<file path="config.mk">
export PLATFORM = sky130hd
export DESIGN_NAME = lfsr_rr_server
export DESIGN_NICKNAME = d
export VERILOG_FILES = /design/src/rtl/lfsr_rr_server.sv
export SDC_FILE = /design/constraint.sdc
export NUM_CORES = 1
export LEC_CHECK = 0
export CAP_MARGIN = 20
export CORE_ASPECT_RATIO = 0.8
export CORE_MARGIN = 3
export CORE_UTILIZATION = 49
export DETAILED_ROUTE_END_ITERATION = 10
export PLACE_DENSITY_LB_ADDON = 0.12
export REMOVE_ABC_BUFFERS = 1
export SETUP_SLACK_MARGIN = 0.3
export SYNTH_ARGS = -nofsm -noshare
export SYNTH_HDL_FRONTEND = slang
export SYNTH_SLANG_ARGS = --single-unit
</file>
<file path="constraint.sdc">
create_clock -name clk -period 1.7 [get_ports clk]
set_clock_uncertainty 0.1 [all_clocks]
set_input_delay 0.34 -clock clk [delete_from_list [all_inputs] [get_ports clk]]
set_output_delay 0.34 -clock clk [all_outputs]
set_load 0.01 [all_outputs]
</file>
<file path="src/rtl/lfsr_rr_server.sv">
// Round-robin server for one shared 4-bit LFSR (x^4+x^3+1). Each grant advances
// the LFSR STEPS times, then presents the value alongside a one-cycle one-hot grant.
module lfsr_rr_server #(
  parameter int         N_REQ = 4,
  parameter int         STEPS = 4,
  parameter logic [3:0] SEED  = 4'b1111
) (
  input  logic             clk,
  input  logic             rst,
  input  logic [N_REQ-1:0] req,
  input  logic             seed_load,
  input  logic [3:0]       seed_val,
  output logic [N_REQ-1:0] gnt,
  output logic [3:0]       rnd,
  output logic             busy
);

  localparam int         PTR_W     = (N_REQ > 1) ? $clog2(N_REQ) : 1;
  localparam logic [3:0] LAST_STEP = 4'(STEPS - 1);

  localparam logic [1:0] S_IDLE  = 2'd0;
  localparam logic [1:0] S_STEP  = 2'd1;
  localparam logic [1:0] S_SERVE = 2'd2;

  logic [1:0]       r_state;
  logic [3:0]       r_lfsr;
  logic [3:0]       r_cnt;
  logic [PTR_W-1:0] r_ptr;
  logic [PTR_W-1:0] r_win;
  logic [N_REQ-1:0] r_gnt;
  logic [3:0]       r_rnd;
  logic             r_busy;

  logic [PTR_W-1:0] w_win;
  logic [3:0]       w_seed;
  logic [3:0]       w_lfsr_shift;
  logic [N_REQ-1:0] w_onehot;
  logic             w_any_req;
  logic             w_last_step;

  function automatic logic [3:0] lfsr_next(input logic [3:0] s);
    return {s[2:0], s[2] ^ s[3]};
  endfunction

  // An all-zero seed would lock the LFSR, so it is replaced by the reset seed.
  function automatic logic [3:0] seed_fix(input logic [3:0] v);
    return (v == 4'd0) ? SEED : v;
  endfunction

  // Walk from farthest to nearest so the last hit is the first set bit after p.
  function automatic logic [PTR_W-1:0] rr_pick(input logic [N_REQ-1:0] r,
                                               input logic [PTR_W-1:0] p);
    logic [PTR_W-1:0] win;
    logic [PTR_W-1:0] idx;
    int               m;
    win = p;
    for (int k = N_REQ; k >= 1; k--) begin
      m   = (int'(p) + k) % N_REQ;
      idx = PTR_W'(m);
      if (r[idx]) win = idx;
    end
    return win;
  endfunction

  assign w_any_req    = |req;
  assign w_win        = rr_pick(req, r_ptr);
  assign w_seed       = seed_fix(seed_val);
  assign w_lfsr_shift = lfsr_next(r_lfsr);
  assign w_onehot     = {{(N_REQ-1){1'b0}}, 1'b1} << r_win;
  assign w_last_step  = (r_cnt == LAST_STEP);

  // Control: state, step counter, latched winner and round-robin pointer.
  always_ff @(posedge clk or negedge rst) begin
    if (!rst) begin
      r_state <= S_IDLE;
      r_cnt   <= 4'd0;
      r_win   <= '0;
      r_ptr   <= PTR_W'(N_REQ - 1);
      r_busy  <= 1'b0;
    end else begin
      case (r_state)
        S_IDLE: begin
          if (w_any_req) begin
            r_win   <= w_win;
            r_cnt   <= 4'd0;
            r_state <= S_STEP;
            r_busy  <= 1'b1;
          end
        end
        S_STEP: begin
          r_cnt <= r_cnt + 4'd1;
          if (w_last_step) r_state <= S_SERVE;
        end
        S_SERVE: begin
          r_ptr   <= r_win;
          r_state <= S_IDLE;
          r_busy  <= 1'b0;
        end
        default: begin
          r_state <= S_IDLE;
          r_busy  <= 1'b0;
        end
      endcase
    end
  end

  // LFSR: seed loads only while idle, shifts only while stepping.
  always_ff @(posedge clk or negedge rst) begin
    if (!rst) begin
      r_lfsr <= SEED;
    end else begin
      if (r_state == S_IDLE) begin
        if (seed_load) r_lfsr <= w_seed;
      end else if (r_state == S_STEP) begin
        r_lfsr <= w_lfsr_shift;
      end
    end
  end

  // Outputs are registered so that they land exactly in the SERVE cycle.
  always_ff @(posedge clk or negedge rst) begin
    if (!rst) begin
      r_gnt <= '0;
      r_rnd <= 4'd0;
    end else begin
      r_gnt <= '0;
      r_rnd <= 4'd0;
      if ((r_state == S_STEP) && w_last_step) begin
        r_gnt <= w_onehot;
        r_rnd <= w_lfsr_shift;
      end
    end
  end

  assign gnt  = r_gnt;
  assign rnd  = r_rnd;
  assign busy = r_busy;

endmodule

</file>
==> results of run 1 <==
[flip-flops by register name, indices dropped and copies added, names as in the netlist]
| signal | count |
|---|---|
| r_cnt | 4 |
| rnd | 4 |
| gnt | 4 |
| busy | 1 |
| r_lfsr | 4 |
| r_win | 2 |
| r_ptr | 2 |
| r_state | 2 |
[per-layer routing]
metal	vias to the layer above	share of wire [%]	track usage, %
met3	4	5.5	6.87
met4	0	1.3	7.87
met2	23	50	33.5
met1	438	43	20.5
met5	-	0	0
li1	426	-	-
[through the flow]
stage                     std cells  util, %  total power (W)  setup WS, ns  hold WS [ns]
after floorplan                  94        -          0.00149         0.285       -0.0556
after global placement          148     68.0          0.00184       -0.0830         0.366
after detailed placement        148     68.0          0.00188        -0.167         0.385
after CTS                       156     72.7          0.00224         0.284         0.257
after global routing            159     73.3          0.00250         0.231         0.259
final                           159     73.3          0.00233         0.268         0.256
[cell type report]
| class | count | area (µm²) |
|---|---|---|
| Sequential cell | 23 | 586 |
| Timing Repair Buffer | 37 | 283 |
| Multi-Input combinational cell | 68 | 488 |
| Clock inverter | 1 | 5.00 |
| Clock buffer | 3 | 22.5 |
| Tap cell | 24 | 30.0 |
| Inverter | 3 | 11.3 |
| Fill cell | 140 | 519 |
[logic make-up after synthesis]
group                      share of synthesized area (%)
and+or+nand+nor                                     21.7
DFF                                                 56.6
AOI/OAI and AO/OA                                   13.5
buffers and inverters                               2.18
muxes                                               3.16
xor gates and xnor gates                            1.70
adders and majority gates                           1.21
[synth_stat cells]
master,number,area share [%]
o21ai_1,3,1.5
o41ai_1,1,0.85
xor2_1,1,0.85
o21bai_1,2,1.5
nor3_1,5,2.4
nand2b_1,5,3.0
nor2_1,8,2.9
mux2_1,2,2.2
xnor2_1,1,0.85
nand2_1,7,2.5
o21ai_0,4,1.9
nor4_2,1,1.2
inv_1,2,0.73
inv_2,1,0.36
a211oi_1,1,0.73
o211ai_1,1,0.73
nor3b_1,4,2.9
dfstp_2,6,15
buf_6,1,1.1
nor4_1,1,0.61
and3_1,4,2.4
nand3_1,1,0.48
a21boi_0,1,0.73
nand3b_1,1,0.73
or3_1,2,1.2
or2_1,1,0.61
ha_1,1,1.2
o31ai_1,3,2.2
a21oi_1,3,1.5
a22o_1,1,0.85
nor2b_1,1,0.61
o41a_1,1,1.1
mux2i_1,1,0.97
dfrtp_1,17,41
[final timing paths]
kind	from	endpoint	slack, ns	cells after the start
hold reg to reg	r_lfsr[3]	r_lfsr[3]	0.41	2
max in group asynchronous	rst	r_ptr[0]	0.97	2
min in group clk	r_lfsr[3]	r_lfsr[3]	0.41	2
hold / removal	rst	r_cnt[2]	0.26	2
setup / recovery	seed_val[3]	r_lfsr[0]	0.27	5
setup reg to reg	r_ptr[1]	r_win[0]	0.30	3
[power groups by stage]
stage / Sequential (W) / Clock [W] / Combinational [W]
2_1_floorplan: 0.000969 / 0 / 0.000522
3_3_place_gp: 0.00100 / 0 / 0.000844
4_1_cts: 0.000998 / 0.000264 / 0.000978
5_1_grt: 0.00103 / 0.000287 / 0.00118
6_report: 0.00100 / 0.000254 / 0.00107
3_5_place_dp: 0.00102 / 0 / 0.000868
[cells in the final DEF, fill, tap and decap left out, drive strengths merged, types with 2 or more instances in the layout]
master and n:
dlygate4sd2 2, nor3 5, o21ai 7, mux2 2, nand2 7, clkbuf 11
nor2 8, a21oi 3, inv 3, o21bai 2, clkdlybuf4s50 8, or3 2
dfstp 6, dfrtp 17, nor3b 4, nand2b 5, and3 4, nor4 2
o31ai 3, buf 18
[timing repair]
| action | in CTS | in global routing |
|---|---|---|
| setup buffers | 4 | 3 |
| hold buffers | 0 | 0 |
| endpoints found under the setup margin | 23 | 17 |
| gates resized for setup | 30 | 15 |
| pin swaps | 5 | 3 |
==> impl_metrics.xml, run 1 <==
<?xml version="1.0" encoding="UTF-8"?>
<metrics>
  <group name="die">
    <metric name="rows" unit="">14</metric>
    <metric name="design.die.area" unit="µm²">2690</metric>
    <metric name="initial_util" unit="%">53.0</metric>
    <metric name="io_pins" unit="">20</metric>
    <metric name="core" unit="µm²">1940</metric>
    <metric name="chip_width" unit="µm">57.3</metric>
    <metric name="chipHeight" unit="µm">47.0</metric>
  </group>
  <group name="timing">
    <metric name="report.final.setup_viol" unit="">0</metric>
    <metric name="period_share" unit="%">84.2</metric>
    <metric name="worst_pin_slew" unit="ns">0.328</metric>
    <metric name="setup_total_negative_slack" unit="ns">0</metric>
    <metric name="relSlewSlack" unit="%">78.1</metric>
    <metric name="hold_viol_final" unit="">0</metric>
    <metric name="report.final.slew_viol_count" unit="">0</metric>
    <metric name="max_freq" unit="MHz">699</metric>
    <metric name="min_period" unit="ns">1.43</metric>
    <metric name="grt_setup_unrepaired" unit="">true</metric>
  </group>
  <group name="worst_setup_path">
    <metric name="cpPeakStageDelay" unit="ns">0.52</metric>
    <metric name="critical_path_required" unit="ns">1.86</metric>
    <metric name="crit_type" unit="">in2reg</metric>
    <metric name="worstPathCellList" unit="">clkdlybuf4s50_1 &gt; nor4_2 &gt; buf_4 &gt; or3_1 &gt; a22o_1</metric>
    <metric name="critPathMaxFanout" unit="">4</metric>
    <metric name="worst_path_dominant_cell_family" unit="">buffers and inverters</metric>
    <metric name="cp.arrival" unit="ns">1.59</metric>
    <metric name="cp.buffers_inverters" unit="">2</metric>
    <metric name="critPathCaptureType" unit="">flip-flop</metric>
    <metric name="worst_setup_path_start_kind" unit="">primary input</metric>
    <metric name="crit_path_top_delay_cell" unit="">clkdlybuf4s50_1</metric>
  </group>
  <group name="grt">
    <metric name="gr-usage-all-layers" unit="%">18.6</metric>
    <metric name="grt_start_max_net_pins" unit="">24</metric>
    <metric name="first_global_vias" unit="">817</metric>
    <metric name="grt.overflow.total" unit="">0</metric>
    <metric name="grt_pass1_wl" unit="µm">3640</metric>
    <metric name="initial_antenna_violation_count" unit="">0</metric>
  </group>
  <group name="finish">
    <metric name="n_antenna_cell" unit="">0</metric>
    <metric name="final_cell_area" unit="µm²">1430</metric>
    <metric name="syn_to_final_growth" unit="%">38.2</metric>
    <metric name="drive_above_1_share" unit="%">38.5</metric>
    <metric name="final_nets" unit="">148</metric>
  </group>
  <group name="power">
    <metric name="internal_power" unit="W">0.00145</metric>
    <metric name="flop_pwr_share" unit="%">43.1</metric>
    <metric name="netSwitchingPower" unit="W">0.000878</metric>
    <metric name="vdd_drop_max" unit="mV">1.13</metric>
    <metric name="total_leakage_power" unit="nW">0.644</metric>
    <metric name="p_per_area" unit="nW/µm²">1630</metric>
    <metric name="share_comb_of_total_power" unit="%">45.9</metric>
    <metric name="power_frac_clock" unit="%">10.9</metric>
    <metric name="power_switching_share" unit="%">37.7</metric>
  </group>
  <group name="cts">
    <metric name="h-tree-depth" unit="">1</metric>
    <metric name="numCtsBuffers" unit="">3</metric>
    <metric name="skew_pair_late_insertion_delay" unit="ns">0.31</metric>
    <metric name="tritoncts_clock_tree" unit="">built</metric>
    <metric name="cell_at_the_root_of_the_clock_tree" unit="">clkbuf_4</metric>
    <metric name="cts.reportedPaths.clkPinSlew" unit="ns">0.13</metric>
    <metric name="cts_buffer_depth" unit="">2</metric>
    <metric name="tritoncts_num_sinks" unit="">23</metric>
  </group>
  <group name="drt">
    <metric name="wl_per_cell" unit="µm">15.4</metric>
    <metric name="drtPass1Iterations" unit="">4</metric>
    <metric name="wirelength" unit="µm">2450</metric>
    <metric name="detail-route-antenna-nets" unit="">0</metric>
    <metric name="initialDrtViolationCount" unit="">9</metric>
    <metric name="num_vias" unit="">891</metric>
    <metric name="route.detailed.drc" unit="">0</metric>
    <metric name="routed_via_density" unit="">5.60</metric>
  </group>
  <group name="synth">
    <metric name="synthesis.yosys.warnings" unit="">0</metric>
    <metric name="synth-seq-cells" unit="">23</metric>
    <metric name="synthDistinctLibCells" unit="">34</metric>
    <metric name="netlist_area" unit="µm²">1030</metric>
    <metric name="avgSynthCellArea" unit="µm²">10.9</metric>
    <metric name="fraction_of_the_yosys_area_taken_by_sequential_cells" unit="%">56.6</metric>
    <metric name="postSynthCellCount" unit="">95</metric>
  </group>
  <group name="placement">
    <metric name="placement.io_buffers" unit="">19</metric>
    <metric name="gp_congestion" unit="">0.777</metric>
    <metric name="detailed_place.area" unit="µm²">1320</metric>
    <metric name="dp.final_hpwl" unit="µm">1640</metric>
  </group>
  <group name="flow_run">
    <metric name="timing.max_cap.violations" unit="">0</metric>
  </group>
  <group name="min_path">
    <metric name="hold_path.class" unit="">in2async</metric>
  </group>
  <group name="status">
    <metric name="run_status" unit="">finished, final reports clean</metric>
  </group>
</metrics>
No activity file was read; power rests on OpenSTA's default activity.
==> run 2, diff against run 1 <==
Clock period 1.7 ns to 1.5 ns, I/O delays scaled along.
==> impl_metrics.xml, run 2 (synthesis gave the netlist of run 1 again) <==
<?xml version="1.0" encoding="UTF-8"?>
<metrics>
  <group name="status">
    <metric name="run_status" unit="">finished, final reports clean</metric>
  </group>
  <group name="grt">
    <metric name="grt_start_max_net_pins" unit="">24</metric>
    <metric name="grt_pass1_wl" unit="µm">3930</metric>
    <metric name="initial_antenna_violation_count" unit="">0</metric>
    <metric name="first_global_vias" unit="">902</metric>
    <metric name="grt.overflow.total" unit="">0</metric>
    <metric name="gr-usage-all-layers" unit="%">19.7</metric>
  </group>
  <group name="die">
    <metric name="io_pins" unit="">20</metric>
    <metric name="chip_width" unit="µm">57.3</metric>
    <metric name="chipHeight" unit="µm">47.0</metric>
    <metric name="rows" unit="">14</metric>
    <metric name="initial_util" unit="%">53.0</metric>
    <metric name="design.die.area" unit="µm²">2690</metric>
    <metric name="core" unit="µm²">1940</metric>
  </group>
  <group name="finish">
    <metric name="layout.cells.most_common" unit="">buf_4</metric>
    <metric name="most-common-layout-cells" unit="">buf_4, dfrtp_1, buf_2</metric>
    <metric name="final_cell_area" unit="µm²">1590</metric>
    <metric name="syn_to_final_growth" unit="%">54.4</metric>
    <metric name="drive_above_1_share" unit="%">50.7</metric>
    <metric name="layout.area.seq" unit="µm²">586</metric>
    <metric name="num-fill-cells" unit="">106</metric>
    <metric name="final_nets" unit="">153</metric>
    <metric name="multi_input_combinational_cell_area" unit="µm²">583</metric>
    <metric name="n_antenna_cell" unit="">0</metric>
    <metric name="final_util" unit="%">81.9</metric>
  </group>
  <group name="cts">
    <metric name="tritoncts_num_sinks" unit="">23</metric>
    <metric name="cts_buffer_depth" unit="">2</metric>
    <metric name="numCtsBuffers" unit="">3</metric>
    <metric name="cts_hold_buf" unit="">0</metric>
    <metric name="skew_pair_late_insertion_delay" unit="ns">0.33</metric>
    <metric name="cts.reportedPaths.clkPinSlew" unit="ns">0.13</metric>
    <metric name="tritoncts_clock_tree" unit="">built</metric>
    <metric name="cell_at_the_root_of_the_clock_tree" unit="">clkbuf_4</metric>
    <metric name="h-tree-depth" unit="">1</metric>
  </group>
  <group name="power">
    <metric name="share_comb_of_total_power" unit="%">51.4</metric>
    <metric name="internal_power" unit="W">0.00186</metric>
    <metric name="power_switching_share" unit="%">38.6</metric>
    <metric name="total_leakage_power" unit="nW">0.759</metric>
    <metric name="vdd_drop_max" unit="mV">1.42</metric>
    <metric name="power_frac_clock" unit="%">10.2</metric>
    <metric name="netSwitchingPower" unit="W">0.00117</metric>
    <metric name="p_per_area" unit="nW/µm²">1900</metric>
    <metric name="flop_pwr_share" unit="%">38.4</metric>
  </group>
  <group name="worst_setup_path">
    <metric name="critical_path_required" unit="ns">1.68</metric>
    <metric name="crit_path_top_delay_cell" unit="">dfrtp_2</metric>
    <metric name="worst_r2r_path_depth" unit="">3</metric>
    <metric name="critPathMaxFanout" unit="">4</metric>
    <metric name="timing.critical_path.depth" unit="">3</metric>
    <metric name="cp.arrival" unit="ns">1.56</metric>
    <metric name="cpPeakStageDelay" unit="ns">0.48</metric>
    <metric name="worst_setup_path_start_kind" unit="">flip-flop</metric>
    <metric name="worstPathCellList" unit="">or2_4 &gt; or3_1 &gt; a22o_1</metric>
    <metric name="worst_path_dominant_cell_family" unit="">simple AND/OR/NAND/NOR gates</metric>
    <metric name="critPathCaptureType" unit="">flip-flop</metric>
    <metric name="crit_type" unit="">reg2reg</metric>
    <metric name="cp.buffers_inverters" unit="">0</metric>
  </group>
  <group name="timing">
    <metric name="relSlewSlack" unit="%">78.6</metric>
    <metric name="layout_setup_ws" unit="ns">0.119</metric>
    <metric name="period_share" unit="%">92.1</metric>
    <metric name="report.final.setup_viol" unit="">0</metric>
    <metric name="timing.hold.ws" unit="ns">0.202</metric>
    <metric name="grt_setup_unrepaired" unit="">true</metric>
    <metric name="worst_pin_slew" unit="ns">0.319</metric>
    <metric name="max_freq" unit="MHz">724</metric>
    <metric name="hold_viol_final" unit="">0</metric>
    <metric name="report.final.slew_viol_count" unit="">0</metric>
    <metric name="min_period" unit="ns">1.38</metric>
  </group>
  <group name="drt">
    <metric name="num_vias" unit="">939</metric>
    <metric name="routed_via_density" unit="">5.73</metric>
    <metric name="wirelength" unit="µm">2770</metric>
    <metric name="route.detailed.drc" unit="">0</metric>
    <metric name="drtPass1Iterations" unit="">4</metric>
    <metric name="wl_per_cell" unit="µm">16.9</metric>
    <metric name="detail-route-antenna-nets" unit="">0</metric>
    <metric name="initialDrtViolationCount" unit="">44</metric>
  </group>
  <group name="placement">
    <metric name="gp_congestion" unit="">0.728</metric>
    <metric name="placement.io_buffers" unit="">19</metric>
    <metric name="dp_worst_setup_slack" unit="ns">-0.272</metric>
    <metric name="dp.final_hpwl" unit="µm">1620</metric>
    <metric name="detailed_place.area" unit="µm²">1350</metric>
  </group>
  <group name="min_path">
    <metric name="hold_path.class" unit="">in2async</metric>
  </group>
  <group name="flow_run">
    <metric name="timing.max_cap.violations" unit="">0</metric>
  </group>
</metrics>
==> run 2: cell types whose count changed in the layout (fill, tap and decap cells not counted), moves of 3 or more <==
| cell | delta |
|---|---|
| buf_2 | +8 |
| buf_6 | +4 |
| clkbuf_2 | -8 |
| dlymetal6s2s_1 | +3 |
| nor2_4 | +3 |
| nor3_1 | -3 |
==> run 2: worst register-to-register path, stage by stage (launching register included) <==
cell and delay, ns:
dfrtp_2 0.48, or2_4 0.27, or3_1 0.30, a22o_1 0.18
==> run 2: final cells by class <==
class                      count  share of cell area (%)
clock buffer                   3                    1.42
sequential                    23                    36.8
multi-input combinational     68                    36.6
timing repair buffer          42                    22.2
tap                           24                    1.89
clock inverter                 1                   0.314
inverter                       3                   0.708
==> run 2: worst paths after layout <==
kind	startpoint	to	slack (ns)
max	r_state[0]	r_lfsr[0]	0.12
min	rst	r_cnt[2]	0.20
max reg2reg	r_state[0]	r_lfsr[0]	0.12
min reg2reg	r_lfsr[3]	r_lfsr[3]	0.40
max in group asynchronous	rst	r_ptr[1]	0.81
min in group clk	req[0]	r_state[0]	0.34
==> run 2: layer usage <==
metal	vias to the layer above	share of wire (%)	global-route usage, %
li1	437	-	-
met1	468	43	24.0
met2	32	51	33.5
met3	2	5.4	5.49
met4	0	0.68	9.26
met5	-	0	0
==> run 2: power by group through the flow <==
stage                     clock (W)  combinational, W  sequential (W)
after floorplan                   0          0.000591         0.00110
after global placement            0           0.00101         0.00113
after detailed placement          0           0.00103         0.00114
after CTS                  0.000304           0.00125         0.00112
after global routing       0.000328           0.00170         0.00120
final                      0.000307           0.00155         0.00116
==> run 2: per-stage QoR <==
| stage | power [W] | std cells | TNS (ns) |
|---|---|---|---|
| 6_report | 0.00302 | 164 | 0 |
| 5_1_grt | 0.00323 | 164 | 0 |
| 4_1_cts | 0.00267 | 161 | 0 |
| 3_5_place_dp | 0.00217 | 152 | -1.80 |
| 3_3_place_gp | 0.00214 | 152 | -1.50 |
| 2_1_floorplan | 0.00169 | 94 | 0 |
==> run 2: repair_timing <==
action | CTS | global route
pin swaps | 7 | 9
setup buffers | 5 | 3
resized for setup | 58 | 24
endpoints found under the setup margin | 30 | 32
==> run 3, diff against run 2 <==
Settings changed: ABC_CLOCK_PERIOD_IN_PS set to 1500, SKIP_LAST_GASP set to 1.
==> results of run 3 <==
The final DEF is identical to that of run 2; final timing and power are the same.
==> RTL change: new RTL, flow settings as in run 2 <==
`N_REQ`: 4 -> 8.
--- a/src/rtl/lfsr_rr_server.sv
+++ b/src/rtl/lfsr_rr_server.sv
@@ -1,7 +1,7 @@
 // Round-robin server for one shared 4-bit LFSR (x^4+x^3+1). Each grant advances
 // the LFSR STEPS times, then presents the value alongside a one-cycle one-hot grant.
 module lfsr_rr_server #(
-  parameter int         N_REQ = 4,
+  parameter int         N_REQ = 8,
   parameter int         STEPS = 4,
   parameter logic [3:0] SEED  = 4'b1111
 ) (
Ports: changed (resized gnt and req); port bits go from 20 to 28. No check against the original RTL was run, so the function may have changed too.
==> RTL change against run 2 <==
The flow now finishes with violations (negative setup slack); sequential cell count increased by 6; power increased to 2.6 times the old value; area after synthesis increased by 73%; non-clock buffer count increased by 43; sequential share of layout area decreased by 11 points; setup slack got worse by 1300 ps; hold slack improved by 86 ps; routed wire length increased to 2.7 times the old value; synthesized cell count increased by 93%; critical path depth increased by 5; cell area increased by 79%; largest cell class is now multi-input combinational cells.
==> RTL change: results (changes against run 2) <==
| Metric | Value |
|---|---|
| CP arrival | 2760 ps (was 1560 ps) |
| Avg WL per Cell | 24.1 um (was 16.9 um) |
| Fin nets | 286 (was 153) |
| Syn Inst Count | 183 (was 95) |
| Placement Cell Area | 0.00234 mm^2 (was 0.00135 mm^2) |
| Top delay family on crit path | multiplexers (was simple AND/OR/NAND/NOR gates) |
| Detailed-route via count | 2,083 (was 939) |
| Leading cell types by count after synthesis | nand2_1, dfrtp_1, o21ai_0 (was dfrtp_1, nor2_1, nand2_1) |
| Final number of setup-violating endpoints | 5 (was 0) |
| Detailed Route Iter0 Violations | 356 (was 44) |
| DP Worst Slack | -1000 ps (was -272 ps) |
| Fraction of layout cells with a size suffix above 1 | 0.550 (was 0.507) |
| Reg2reg start | r_ptr[0] (was r_state[0]) |
| Root Driver | clkbuf_8 (was clkbuf_4) |
| Total GRT Usage | 0.273 (was 0.197) |
| Vias in the first global route | 1,813 (was 902) |
| Status | finished, violations left (was finished, final reports clean) |
| Violated checks | negative setup slack |
| Sequential fraction of the synthesis area | 0.411 (was 0.566) |
| Worst-path clk slew | 70 ps (was 130 ps) |
| Largest net degree at the start of global routing | 30 (was 24) |
| Non-filler cells in the finished layout | 309 (was 164) |
| CTS buffer count | 5 (was 3) |
| Final setup margin | -1220 ps (was 119 ps) |
| Filler Cells Inserted | 160 (was 106) |
| Largest stage delay, worst path | 560 ps (was 480 ps) |
| Sequential cell area | 734 um^2 (was 586 um^2) |
==> RTL change: kinds of logic (layout without fill, tap and decap cells) <==
| kind of cell | count (synthesis) | after routing | synth area share |
|---|---|---|---|
| compound gates | 42 | 42 | 0.147 |
| xor+xnor | 7 | 7 | 0.0343 |
| fa+ha+maj | 3 | 3 | 0.0210 |
| buf+inv | 16 | 102 | 0.0462 |
| flops | 29 | 29 | 0.411 |
| mux | 15 | 15 | 0.151 |
| simple gates | 71 | 71 | 0.190 |
==> RTL change: cell type report <==
cell class / instances / share of cell area
Timing Repair Buffer: 85 / 0.247
Multi-Input combinational cell: 138 / 0.436
Clock inverter: 3 / 0.00613
Inverter: 9 / 0.0127
Clock buffer: 5 / 0.0241
Sequential cell: 29 / 0.257
Tap cell: 40 / 0.0175
==> RTL change: layer usage <==
layer	wire, um	GRT usage	vias up	part of all wire
li1	-	-	836	-
met1	2750	0.389	1009	0.37
met2	3460	0.434	185	0.46
met3	834	0.0655	53	0.11
met4	400	0.0439	0	0.054
met5	0	0	-	0
==> RTL change: worst paths after layout <==
kind / to / slack, ps / depth (start not counted)
min reg2reg: r_lfsr[2] / 410 / 2
max reg2reg: r_win[1] / -1220 / 8
max: r_win[1] / -1220 / 8
max in group asynchronous: r_lfsr[2] / 770 / 2
min: gnt[4] / 290 / 2
min in group clk: r_lfsr[3] / 390 / 3
==> RTL change: timing repair <==
action,4_1_cts,5_1_grt
gates resized for setup,127,35
setup buffers,10,12
hold endpoints to repair,0,0
endpoints found under the setup margin,40,33
pin swaps,19,12
cloned,0,0
==> RTL change: power by group through the flow <==
stage                     Combinational (uW)  Sequential [uW]  Clock, uW
after floorplan                         2110             1460          0
after detailed placement                3700             1340          0
final                                   5630             1460        636
after CTS                               4320             1380        627
after global placement                  3570             1320          0
after global routing                    5790             1490        664
